[src/rtl/pc_sequencer.sv]
// pc_sequencer
//   Registered program counter for the single-cycle MIPS datapath. Each
//   unstalled cycle it picks the next fetch address from the j/jal target,
//   the jr register target, a taken branch, or pc+4, in that priority order.
//   A circular return-address stack (RAS) records jal link values and checks
//   hinted jr returns against them. The RAS never changes the PC.
//
//   Flow control: there is no valid/ready handshake. Every rising edge with
//   stall=0 is one accepted operation (next-PC update plus at most one RAS
//   push or pop). With stall=1 nothing is accepted and all state holds.
//
// Ports
//   clk, reset      rising-edge clock, synchronous active-high reset
//   stall           hold all state for this cycle
//   jump            0 seq/branch, 1 j, 2 jr, 3 jal
//   branch_taken    conditional branch taken (ignored when jump != 0)
//   branch_offset   signed word offset of the branch
//   jindex          26-bit j/jal instruction index
//   jreg_value      rs value for jr
//   ret_hint        jr is a return through $31 (pops the RAS)
//   pc              current fetch address (registered)
//   pc_plus4        pc + 4, also the jal link value
//   ras_count       number of valid RAS entries
//   ras_overflow    sticky: push while full
//   ras_underflow   sticky: pop while empty
//   ras_mismatch    one-cycle pulse after a pop whose entry differed from jr target
//   jr_misaligned   combinational: jr with nonzero low address bits
module pc_sequencer #(
  parameter int WIDTH = 32,
  parameter int RAS_DEPTH = 8,
  parameter logic [WIDTH-1:0] RESET_VECTOR = '0
) (
  input  logic                         clk,
  input  logic                         reset,
  input  logic                         stall,
  input  logic [1:0]                   jump,
  input  logic                         branch_taken,
  input  logic [15:0]                  branch_offset,
  input  logic [25:0]                  jindex,
  input  logic [WIDTH-1:0]             jreg_value,
  input  logic                         ret_hint,
  output logic [WIDTH-1:0]             pc,
  output logic [WIDTH-1:0]             pc_plus4,
  output logic [$clog2(RAS_DEPTH):0]   ras_count,
  output logic                         ras_overflow,
  output logic                         ras_underflow,
  output logic                         ras_mismatch,
  output logic                         jr_misaligned
);

  localparam int AW = $clog2(RAS_DEPTH);
  localparam logic [AW:0] RAS_FULL = (AW+1)'(RAS_DEPTH);

  logic [WIDTH-1:0] pc_q;
  logic [WIDTH-1:0] next_pc;
  logic [WIDTH-1:0] jump_target;
  logic [WIDTH-1:0] jr_target;
  logic [WIDTH-1:0] branch_disp;

  logic [WIDTH-1:0] ras_mem [RAS_DEPTH];
  logic [AW-1:0]    top_q;     // next slot to write; top entry is top_q-1
  logic [AW-1:0]    top_dec;
  logic [AW:0]      count_q;
  logic             overflow_q;
  logic             underflow_q;
  logic             mismatch_q;
  logic             do_push;
  logic             do_pop;
  logic             ras_empty;
  logic             ras_full;
  logic [WIDTH-1:0] pop_entry;

  assign pc        = pc_q;
  assign pc_plus4  = pc_q + WIDTH'(4);

  assign jump_target = {pc_plus4[WIDTH-1:28], jindex, 2'b00};
  assign jr_target   = {jreg_value[WIDTH-1:2], 2'b00};
  // Word offset sign-extended and scaled to bytes in one concatenation.
  assign branch_disp = {{(WIDTH-18){branch_offset[15]}}, branch_offset, 2'b00};

  assign jr_misaligned = (jump == 2'd2) && (jreg_value[1:0] != 2'b00);

  always_comb begin
    next_pc = pc_plus4;
    if (jump == 2'd1 || jump == 2'd3) begin
      next_pc = jump_target;
    end else if (jump == 2'd2) begin
      next_pc = jr_target;
    end else if (branch_taken) begin
      next_pc = pc_plus4 + branch_disp;
    end
  end

  assign do_push   = (jump == 2'd3);
  assign do_pop    = (jump == 2'd2) && ret_hint;
  assign ras_empty = (count_q == '0);
  assign ras_full  = (count_q == RAS_FULL);
  assign top_dec   = top_q - AW'(1);
  assign pop_entry = ras_mem[top_dec];

  always_ff @(posedge clk) begin
    if (reset) begin
      pc_q        <= RESET_VECTOR;
      top_q       <= '0;
      count_q     <= '0;
      overflow_q  <= 1'b0;
      underflow_q <= 1'b0;
      mismatch_q  <= 1'b0;
    end else if (stall) begin
      mismatch_q <= 1'b0;
    end else begin
      pc_q       <= next_pc;
      mismatch_q <= 1'b0;
      if (do_push) begin
        // When full, the write pointer already sits on the oldest entry,
        // so advancing it overwrites that entry and the count saturates.
        top_q <= top_q + AW'(1);
        if (ras_full) begin
          overflow_q <= 1'b1;
        end else begin
          count_q <= count_q + (AW+1)'(1);
        end
      end else if (do_pop) begin
        if (ras_empty) begin
          underflow_q <= 1'b1;
        end else begin
          top_q      <= top_dec;
          count_q    <= count_q - (AW+1)'(1);
          mismatch_q <= (pop_entry != jr_target);
        end
      end
    end
  end

  // RAS storage carries no reset; only the pointer and count are cleared.
  always_ff @(posedge clk) begin
    if (!reset && !stall && do_push) begin
      ras_mem[top_q] <= pc_plus4;
    end
  end

  assign ras_count     = count_q;
  assign ras_overflow  = overflow_q;
  assign ras_underflow = underflow_q;
  assign ras_mismatch  = mismatch_q;

endmodule

[config.mk]
export PLATFORM = sky130hd
export DESIGN_NAME = pc_sequencer
export DESIGN_NICKNAME = d
export VERILOG_FILES = /design/src/rtl/pc_sequencer.sv
export SDC_FILE = /design/constraint.sdc
export NUM_CORES = 1
export LEC_CHECK = 0
export CAP_MARGIN = 5
export CORE_MARGIN = 3
export CORE_UTILIZATION = 57
export DETAILED_ROUTE_END_ITERATION = 10
export PLACE_DENSITY = 0.89
export SLEW_MARGIN = 20
export SYNTH_ARGS = -nofsm -noshare
export SYNTH_HDL_FRONTEND = slang
export SYNTH_SLANG_ARGS = --single-unit
[constraint.sdc]
create_clock -name clk -period 4.5 [get_ports clk]
set_input_delay 0.45 -clock clk [delete_from_list [all_inputs] [get_ports clk]]
set_output_delay 0.45 -clock clk [all_outputs]
set_load 0.005 [all_outputs]
Yosys cells after proc, flatten, opt, wreduce, memory -nomap -nowiden

Memory sizes are Yosys's and may differ from the RTL's.
Index checks and enable logic that the tools add are counted.

Add/subtract/negate cells: 6
Equality and inequality tests: 7
Multiplexer cells: 12
Bitwise operators: 3
Reduce and logical (&&, ||, !) cells: 15

Operators with widths:

| kind                                                                | count |
|---|---|
| 32-bit 2-to-1 mux                                                   | 3 |
| 32-bit by 3-bit adder with 32-bit output (second input constant)    | 1 |
| 32-bit adder                                                        | 1 |
| 32-bit inequality test                                              | 1 |
| 4-bit 2-to-1 mux                                                    | 4 |
| 3-bit 2-to-1 mux                                                    | 3 |
| 4-bit AND reduction                                                 | 2 |
| 3-bit AND reduction                                                 | 2 |
| 5-bit OR reduction                                                  | 1 |
| 4-bit by 1-bit adder with 4-bit output (second input constant)      | 1 |
| 2-bit == test (second input constant)                               | 2 |
| 4-bit == test (second input constant)                               | 1 |
| 1-bit logical AND                                                   | 4 |
| 4-bit logical NOT                                                   | 1 |
| 2-bit inequality test (second input constant)                       | 2 |
| 2-bit nonzero test                                                  | 2 |
| 4-bit by 1-bit subtractor with 4-bit output (second input constant) | 1 |
| 3-bit by 1-bit adder with 3-bit output (second input constant)      | 1 |
| 1-bit NOT                                                           | 3 |
| 3-bit by 1-bit subtractor with 3-bit output (second input constant) | 1 |
| 2-bit by 1-bit == test with 1-bit output (second input constant)    | 1 |
| 1-bit logical NOT                                                   | 2 |
| 1-bit 2-to-1 mux                                                    | 2 |
| 1-bit logical OR                                                    | 1 |

Register bits: 42
RAM bits: 256
Input port bits: 81
Output and inout port bits: 72
Logic and storage cells: 50
Memories kept: 1

Memory list:

| name    | depth | bits a word | read ports | clocked after Yosys merged registers in | write ports | line | RTL |
|---|---|---|---|---|---|---|---|
| ras_mem | 8     | 32          | 1          | 0                                       | 1           | 60   | `logic [WIDTH-1:0] ras_mem [RAS_DEPTH];` |

Longest topological paths before layout

Gate-level depths: netlist (run 1).

Depth after elaboration: 5
Depth in mapped cells: 15
Depth with buffers taken out: 15

Worst setup path after synthesis (run 1)

Ideal clock, no wire load.

Path type: input to register
From: input jump[0]
To: memory ras_mem[1][10], enable pin
Library setup time: 455 ps
Arrival time: 3,559 ps
Setup slack: 486 ps
Stages on the path: 5
Path buffers: 3
Cells stage by stage: clkbuf_1 > clkbuf_1 > buf_1 > nand4_1 > nor3_1

Word-level cells in the longest chain between the ends: 4

Ends and longest elaborated chain:

| what                                   | line | RTL |
|---|---|---|
| from (decl)                            | 36   | `input logic [1:0] jump,` |
| 2-bit == test                          | 94   | `assign do_push = (jump == 2'd3);` |
| 1-bit logical AND                      | 137  | `if (!reset && !stall && do_push) begin` |
| 1-bit 2-to-1 mux                       | 137  |  |
| 1-bit 2-to-1 mux (implied by the code) | 138  | `ras_mem[top_q] <= pc_plus4;` |
| to (decl)                              | 60   |  |

Every way passes these cells.

Worst setup path after layout (run 1)

From: register pc_q[12] (netlist: pc[12])
To: register pc_q[31] (netlist: pc[31])

Word-level cells in the longest chain between the ends: 5

Ends and longest elaborated chain:

| what                                       | line | RTL |
|---|---|---|
| from (decl)                                | 54   | `logic [WIDTH-1:0] pc_q;` |
| from (signal assigned)                     | 112  | `pc_q <= next_pc;` |
| 32-bit by 3-bit adder with 32-bit output * | 74   | `assign pc_plus4 = pc_q + WIDTH'(4);` |
| 32-bit adder                               | 90   | `next_pc = pc_plus4 + branch_disp;` |
| 32-bit 2-to-1 mux                          | 89   | `end else if (branch_taken) begin` |
| 32-bit 2-to-1 mux                          | 87   | `end else if (jump == 2'd2) begin` |
| 32-bit 2-to-1 mux *                        | 85   | `if (jump == 2'd1 \|\| jump == 2'd3) begin` |

Mark *: on every way between the ends. The rest lies on a longest branch, timed or not.
A chain may end at the register's enable or synchronous reset.

==> results.txt, run 1 <==
Setup violations remaining at the end of the flow were counted as 0. The I/O pin total is ~150. The area overhead of the layout relative to synthesis came out at 22.7%. Detailed placement ended at an HPWL of ~28000 µm. STA classifies the critical path startpoint as a flop.

The number of enable flip-flop cells after synthesis came out at 240. After the last flow step, the layout net total stands at around 1300. The part of the power in registers came out at 44.4%.

For this configuration, the core starts out at a cell density of between 50% and 60%. The depth of the most critical reg-to-reg path came out at 14. The count of inserted antenna diode cells came out at 0. The power density over the cells came out at 387 nW/µm². The die is 162 µm tall. Hold timing on the final database bottoms out at a slack of around 0.47 ns.

Internal power comes to 4.86 mW. The clock network latency to the later pin of the worst-skew pair is approximately 0.56 ns. The reported leakage power came out at around 6.1 nW.

Summed over all layers, the global routing overflow is 0. Setup repair after global routing left no endpoint under its margin. The share of total power dissipated in combinational logic is roughly 18%.

After floorplanning, the core was sized to cover 23700 µm². The fraction of final layout cells sized beyond drive strength 1 came out at 15.4%. The period utilization is 86.8%. Entering global routing, the biggest net connects 63 pins. In this run, the number of DRC markers left after iteration 0 of detailed routing was between 1000 and 1500. The switching power as a share of total power came out at around a quarter.

In this run the number of H-tree levels came out at 1. The remaining routing DRC violations came out at 0. The final RePlAce weighted congestion came out at between 0.9 and 1.

A synthesized cell averages ~14 µm². The prevailing post-synth register cell is edfxtp_1. The startpoint identified for the worst register-to-register timing path is pc[12]. Along the worst path, the maximum fanout reaches 8. The switching power of the nets came out at about 1.7 mW.

The synthesis warning total is 0. The endpoint identified for the worst register-to-register timing path is pc[31]. The clock-pin slew of the registers on the worst-case setup and hold paths is 0.06 ns. The peak supply drop is 0.000267 V. The post-CTS setup repair buffer count came out at 0. The wire length of the first global-routing pass is roughly 65000 µm. The endpoint type of the worst setup path is a flop. The number of placement rows came out at 56. The maximum clock rate is 256 MHz. The type of the tightest min-delay check is in -> reg.

The worst setup path is of the reg -> reg kind. The register-to-register path setup slack is slightly below 0.6 ns. Fill cells in the final layout number around 1500. The total routing resource utilization after global routing came out at about 33%. The share of synthesized area occupied by flip-flops and latches is about 58%.

At the worst endpoint, the arrival time is 4.34 ns. The count of port buffers added during placement came out at roughly 150. Tracing the worst setup path back leads to its startpoint at pc[12]. In this run the remaining antenna-violating nets after routing total 0. Across the run, the number of max-cap violations was 0. The first-pass iteration count of the detailed router came out at 6. The worst slack after detailed placement is 0.750 ns.

Post-CTS repair changed the size of 0 cells. The TritonCTS clock tree is built. The final critical-path required period came out at a little under 4 ns. The worst path setup slack after routing is between 0.5 and 0.6 ns. The number of global-route vias before repair is about 10000.

The initial antenna violation count is 0. The ratio of routed vias to standard cells came out at 6.80. The relative contribution of the clock network to total power is between 30% and 40%. After detailed routing, the total wire length is 42900 µm. The longest clock path from root to sink contains 3 buffers. The final count of hold timing violations came out at 0. The post-synthesis instance area is about 14000 µm². The x dimension of the die came out at around 160 µm. The TritonCTS sink count is 280. Between clock sinks in the finished design, the worst skew comes to ~0.020 ns. After detailed placement, the total cell area comes to 16000 µm². The data required time at the worst endpoint came out at ~5 ns. The number of buffers inserted for hold repair after clock tree synthesis came out at 0. The count of state elements after synthesis is 280.

In the synthesized netlist the async set-or-reset flop fraction comes to 0%. The routed length per placed instance is 28.1 µm. The vias after detailed routing came out at ~10000. The count of cell types in the netlist came out at 74.

The CTS buffer count came out at 28. After technology mapping, the gate count stands at roughly 1000. The number of pins with negative max-slew slack in the final report is 0. The run finished with clean final reports.

The floorplan step defined a die boundary enclosing 26200 µm². The critical path endpoint is pc[31]. At the pin with the least slew margin, the transition time is around 0.97 ns. In this run the clock root is driven by a clkbuf_16. The final setup TNS came out at 0 ns. Measured against its own limit, the worst slew margin works out to between 30% and 40%. The total non-filler cell area in the finished layout came out at 17000 µm².
-- synth_stat cells (5+ instances only) --
cell | count | area share (%)
a22oi_1 | 7 | 0.38
nor3_1 | 11 | 0.40
o22ai_1 | 6 | 0.27
a21oi_1 | 55 | 2.0
buf_1 | 5 | 0.14
ha_1 | 40 | 3.6
o21ai_0 | 29 | 1.0
xor2_1 | 31 | 2.0
mux2i_1 | 37 | 2.7
and3_1 | 8 | 0.36
nor2_1 | 69 | 1.9
a21o_1 | 20 | 1.1
edfxtp_1 | 240 | 52
inv_1 | 18 | 0.49
a211oi_1 | 8 | 0.43
xnor2_1 | 60 | 3.8
nand2_1 | 60 | 1.6
nand4_1 | 19 | 0.86
o211ai_1 | 12 | 0.65
buf_2 | 11 | 0.40
clkbuf_1 | 30 | 0.81
nand3_1 | 17 | 0.61
mux4_2 | 60 | 9.8
dfxtp_1 | 40 | 5.8
nor4_1 | 8 | 0.36
and4_1 | 7 | 0.44
nand2b_1 | 7 | 0.32
a221oi_1 | 5 | 0.32
-- sequential cells by signal, indices dropped and copies added (netlist names) --
| name | flops |
|---|---|
| ras_count | 4 |
| ras_mismatch | 1 |
| ras_underflow | 1 |
| ras_overflow | 1 |
| top_q | 3 |
| ras_mem | 240 |
| pc | 30 |
-- through the flow --
step | power, mW | cells | utilization (%)
5_1_grt | 6.75 | 1524 | 71.8
2_1_floorplan | 3.67 | 1004 | -
3_5_place_dp | 4.15 | 1472 | 67.8
6_report | 6.59 | 1524 | 71.8
3_3_place_gp | 4.12 | 1472 | 67.8
4_1_cts | 6.56 | 1524 | 71.8
-- layer usage --
layer / vias up / global-route usage, % / part of all wire, %
met5: - / 0 / 0
met1: 4974 / 43.7 / 36
met3: 209 / 8.01 / 13
li1: 4278 / - / -
met2: 897 / 50.0 / 45
met4: 0 / 17.3 / 6.4
-- worst min path at each step --
| stage | from | endpoint | slack (ns) | cells past startpoint |
|---|---|---|---|---|
| floorplan | ras_underflow | ras_underflow | 0.46 | 1 |
| global placement | ras_overflow | ras_overflow | 0.47 | 2 |
| detailed placement | ras_overflow | ras_overflow | 0.47 | 2 |
| CTS | stall | pc[21] | 0.45 | 5 |
| global route | stall | pc[21] | 0.50 | 5 |
| finish | stall | pc[24] | 0.47 | 5 |
-- cell usage in the layout (no fill, tap or decap), types with 8 or more instances in the layout --
| cell | count |
|---|---|
| a211oi_1 | 8 |
| nor2_1 | 63 |
| nand3_1 | 17 |
| dfxtp_1 | 39 |
| mux2i_1 | 37 |
| o211ai_1 | 12 |
| nand2_1 | 60 |
| nand4_1 | 19 |
| xnor2_1 | 60 |
| xor2_1 | 30 |
| clkdlybuf4s50_1 | 146 |
| mux4_2 | 60 |
| ha_1 | 39 |
| edfxtp_1 | 240 |
| inv_1 | 18 |
| and3_1 | 8 |
| o21ai_0 | 29 |
| nor4_1 | 8 |
| buf_4 | 47 |
| a21oi_1 | 55 |
| clkbuf_16 | 28 |
| nor3_1 | 9 |
| a21o_1 | 20 |
-- critical path: stages (launching register included) --
cell and delay, ns:
dfxtp_1 0.53, and4_1 0.33, nand4_1 0.26, or2_1 0.37, xnor2_1 0.26, ha_1 0.35
a21o_1 0.21, a21o_1 0.17, a21oi_1 0.18, o21ai_0 0.17, a41o_1 0.27, a31oi_1 0.19
mux2i_1 0.27, a21o_1 0.15, o211ai_1 0.07
-- cell type report --
class | count | area [µm²] | area share, %
Timing Repair Buffer | 200 | 1920 | 11.3
Clock buffer | 39 | 782 | 4.60
Inverter | 19 | 71.3 | 0.419
Sequential cell | 280 | 8010 | 47.1
Clock inverter | 13 | 181 | 1.07
Multi-Input combinational cell | 654 | 5640 | 33.2
Tap cell | 319 | 399 | 2.35
-- power groups by stage --
| stage | Combinational [mW] | Clock [mW] | Sequential [mW] |
|---|---|---|---|
| floorplan | 0.709 | 0 | 2.96 |
| global placement | 1.15 | 0 | 2.97 |
| detailed placement | 1.18 | 0 | 2.97 |
| CTS | 1.20 | 2.44 | 2.92 |
| global route | 1.28 | 2.54 | 2.93 |
| finish | 1.21 | 2.45 | 2.92 |
-- cells by family (layout without fill, tap and decap cells) --
| logic type | after synthesis | count (layout) | share of synthesized area, % |
|---|---|---|---|
| buffers and inverters | 70 | 271 | 2.16 |
| multiplexers | 97 | 97 | 12.4 |
| AND/OR/NAND/NOR | 218 | 218 | 7.59 |
| adder cells (fa/ha/maj) | 42 | 42 | 3.90 |
| flip-flops | 280 | 280 | 57.8 |
| XOR/XNOR | 91 | 91 | 5.75 |
| AO/OA/AOI/OAI | 202 | 202 | 10.4 |
| other | 1 | 4 | 0.0271 |
No activity file was read; power rests on OpenSTA's default activity.
==> inputs of run 2 (changes only) <==
- HOLD_SLACK_MARGIN: default -> 0.05
- SKIP_CTS_REPAIR_TIMING: default -> 1
==> results of run 2 <==
No change in the layout: final DEF, timing and power equal those of run 1.
==> inputs of run 3 (changes only) <==
- clock period: 4.5 -> 4.2 ns (I/O delays scaled with it)
==> results.txt, run 3 (synthesis results as in run 1) <==
The run finished with clean final reports. The final HPWL from detailed placement is 27900 µm (-1.5%). The number of H-tree levels is 1 (unchanged). The critical-path maximum fanout is 7 (-1). The logic gate share of total power came out at 19.2% (+0.8 points). The maximum number of pins on one net before global-route repair came to 63 (unchanged). The number of placement rows is 56 (unchanged). The number of maximum-capacitance constraint violations came out at 0 (unchanged). The clock network latency to the later pin of the worst-skew pair came out at 0.54 ns (-0.02 ns).

The TritonCTS clock tree is built. The kind of start point of the critical path is a flop. The global-route track usage on met1 is 42.5% (-1.2 points). The internal power contribution is 4.92 mW (+1.2%). The final setup TNS is 0 ns (unchanged).

The worst hold slack after final layout came out at 0.473 ns (+0.00420 ns). The met2 routing resource usage after global routing came out at 47.9% (-2.1 points). The switching power of the nets is 1.75 mW (+1.3%).

The post-placement cell area is 16000 µm² (about the same). The most used cell along the critical path is a21o_1. The area of the placeable core came out at 23700 µm² (unchanged). The worst path setup slack after routing came to 0.392 ns (-0.203 ns). The die footprint was 26200 µm² (unchanged).

The number of pins with negative max-slew slack in the final report is 0 (unchanged). The ratio of routed vias to standard cells came out at 6.60 (-2.9%). The delay of the slowest cell on the worst path came out at 0.52 ns (about the same).

The remaining routing DRC violations is 0 (unchanged). The number of instances on the worst hold path came to 5 (unchanged). The depth of the most critical reg-to-reg path is 14 (unchanged). The number of global-route vias before repair is 9939 (-4.7%).

The data required time at the worst endpoint is 4.61 ns (-0.33 ns). Leaving out fill and tap cells, the most frequent cell in the layout is edfxtp_1. The area overhead of the layout relative to synthesis is 21.5%.

More flip-flops sit in one register than any other, and that register is ras_mem. The I/O pin total came to 153 (unchanged). The slowest stage of the critical path belongs to the cell nor4_2. The CTS buffer count is 25 (-11%).

The met3 track demand over resource was 6.96% (-1.0 points). The count of port buffers added during placement came to 148 (unchanged). The fraction of final layout cells sized beyond drive strength 1 is 14.8% (-0.60 points). The final RePlAce weighted congestion came to 1.01 (+6.3%). The part of the power in registers is 46.9% (+2.5 points).

The initial core utilization is 58.5% (unchanged). The final cell count without fillers came out at 1519 (-0.33%). The maximum clock rate was 263 MHz (+2.5%). The slew at the pin closest to its max-slew limit was 0.837 ns (-0.134 ns). The DRC violation total after the first TritonRoute iteration came out at 1428 (+0.56%).

The register-to-register path setup slack came to 0.39 ns (-0.20 ns). The number of buffers between clock root and the deepest sink came to 3 (unchanged). The total routing resource utilization after global routing is 30.9% (-1.8 points).

The worst setup path is captured at a flop. The switching power as a share of total power is 26.3% (about the same). The library cells used most frequently in the layout, excluding fill and tap cells, are edfxtp_1 (240), clkdlybuf4s50_1 (146), nor2_1 (63). The final setup violation count is 0 (unchanged). Setup repair after global routing left no endpoint under its margin. The count of inserted antenna diode cells came out at 0 (unchanged). The antenna violation net count after detailed routing was 0 (unchanged).

The peak supply drop was 0.000248 V (-7.3%). The reported leakage power came to 6.02 nW (-1.3%). The number of placed cells counting well taps came out at 1473 (+0.068%).

The die height is 162 µm (unchanged). The TritonCTS sink count came out at 280 (unchanged). The final cell utilization of the core came out at 71.1% (-0.73 points). The flip-flop count of the largest register after layout is 240 (unchanged). The power density over the cells is 396 nW/µm² (+2.2%). The worst slack after detailed placement came to 0.501 ns (-0.249 ns). The arrival time of data at the critical path endpoint came to 4.22 ns (-0.12 ns). By startpoint and endpoint, the worst setup path is classified as reg -> reg.

The post-route clock skew is 0.0185 ns (-0.00188 ns). The period utilization came out at 90.7% (+3.9 points). The vias after detailed routing is 10029 (-3.2%). The global routing stage identified its most utilized layer as met2. The clock-pin slew of the registers on the worst-case setup and hold paths is 0.07 ns (about the same).

The first-pass iteration count of the detailed router came out at 6 (unchanged). The total power is 6.67 mW (+1.2%). The routed length per placed instance is 26.6 µm (-5.5%). The total number of nets in the final design is 1304 (-0.15%).

The wire length of the first global-routing pass came out at 61000 µm (-5.5%). The final critical-path required period is 3.81 ns (-0.0966 ns). The total non-filler cell area in the finished layout came to 16800 µm² (-1.0%).

The initial antenna violation count is 1 (+1). The x dimension of the die is 162 µm (unchanged). The signal on the critical path passes through nand4_1, nor4_2, and2b_1, nand2_1, xnor2_1, ha_1, a21o_1, a21oi_1, o21ai_0, a41o_1, a31oi_1, mux2i_1, a21o_1, o211ai_1. The type of the tightest min-delay check is in -> reg.

The relative contribution of the clock network to total power is 33.8% (-3.4 points). The total grt overflow came to 0 (unchanged). In this run the clock root is driven by a clkbuf_16. The wire length after detailed routing is 40400 µm (-5.9%). The worst max-slew margin expressed relative to the limit is 44.0% (+9.0 points). The final count of hold timing violations came out at 0 (unchanged).
run 3: cell count changes in the layout (fill, tap and decap cells not counted), sizes merged:
| cell | previous run | this run |
|---|---|---|
| bufinv | 4 | 2 |
| clkinvlp | 1 | 0 |
| clkinv | 9 | 10 |
| inv | 18 | 20 |
| buf | 54 | 55 |
| clkbuf | 39 | 33 |
run 3: power by group through the flow:
stage | clock network, mW | registers, mW | logic [mW]
3_5_place_dp | 0 | 3.19 | 1.25
2_1_floorplan | 0 | 3.17 | 0.759
6_report | 2.25 | 3.13 | 1.28
5_1_grt | 2.37 | 3.13 | 1.36
4_1_cts | 2.26 | 3.13 | 1.26
3_3_place_gp | 0 | 3.18 | 1.22
run 3: path summary, 6_finish.rpt:
kind                  endpoint    startpoint
setup reg to reg        pc[31]         pc[5]
hold / removal          pc[21]         stall
setup / recovery        pc[31]         pc[5]
hold reg to reg   ras_overflow  ras_overflow
run 3: area by class of cell:
type | instances | area [µm²]
Clock buffer | 33 | 676
Clock inverter | 13 | 120
Fill cell | 1530 | 6850
Inverter | 19 | 71.3
Multi-Input combinational cell | 654 | 5640
Sequential cell | 280 | 8010
Tap cell | 319 | 399
Timing Repair Buffer | 201 | 1920
run 3: metal layers:
layer	vias up	part of all wire (%)
met1	4821	37
met2	767	45
met3	165	12
met4	0	5.6
li1	4276	-
met5	-	0
run 3: worst max-delay path, delay by kind of cell (launching register included):
family / cells / cell delay (ns)
multiplexers: 1 / 0.25
adder cells (fa/ha/maj): 1 / 0.34
AND/OR/NAND/NOR: 4 / 1.17
XOR/XNOR: 1 / 0.27
flip-flops: 1 / 0.49
AO/OA/AOI/OAI: 7 / 1.18
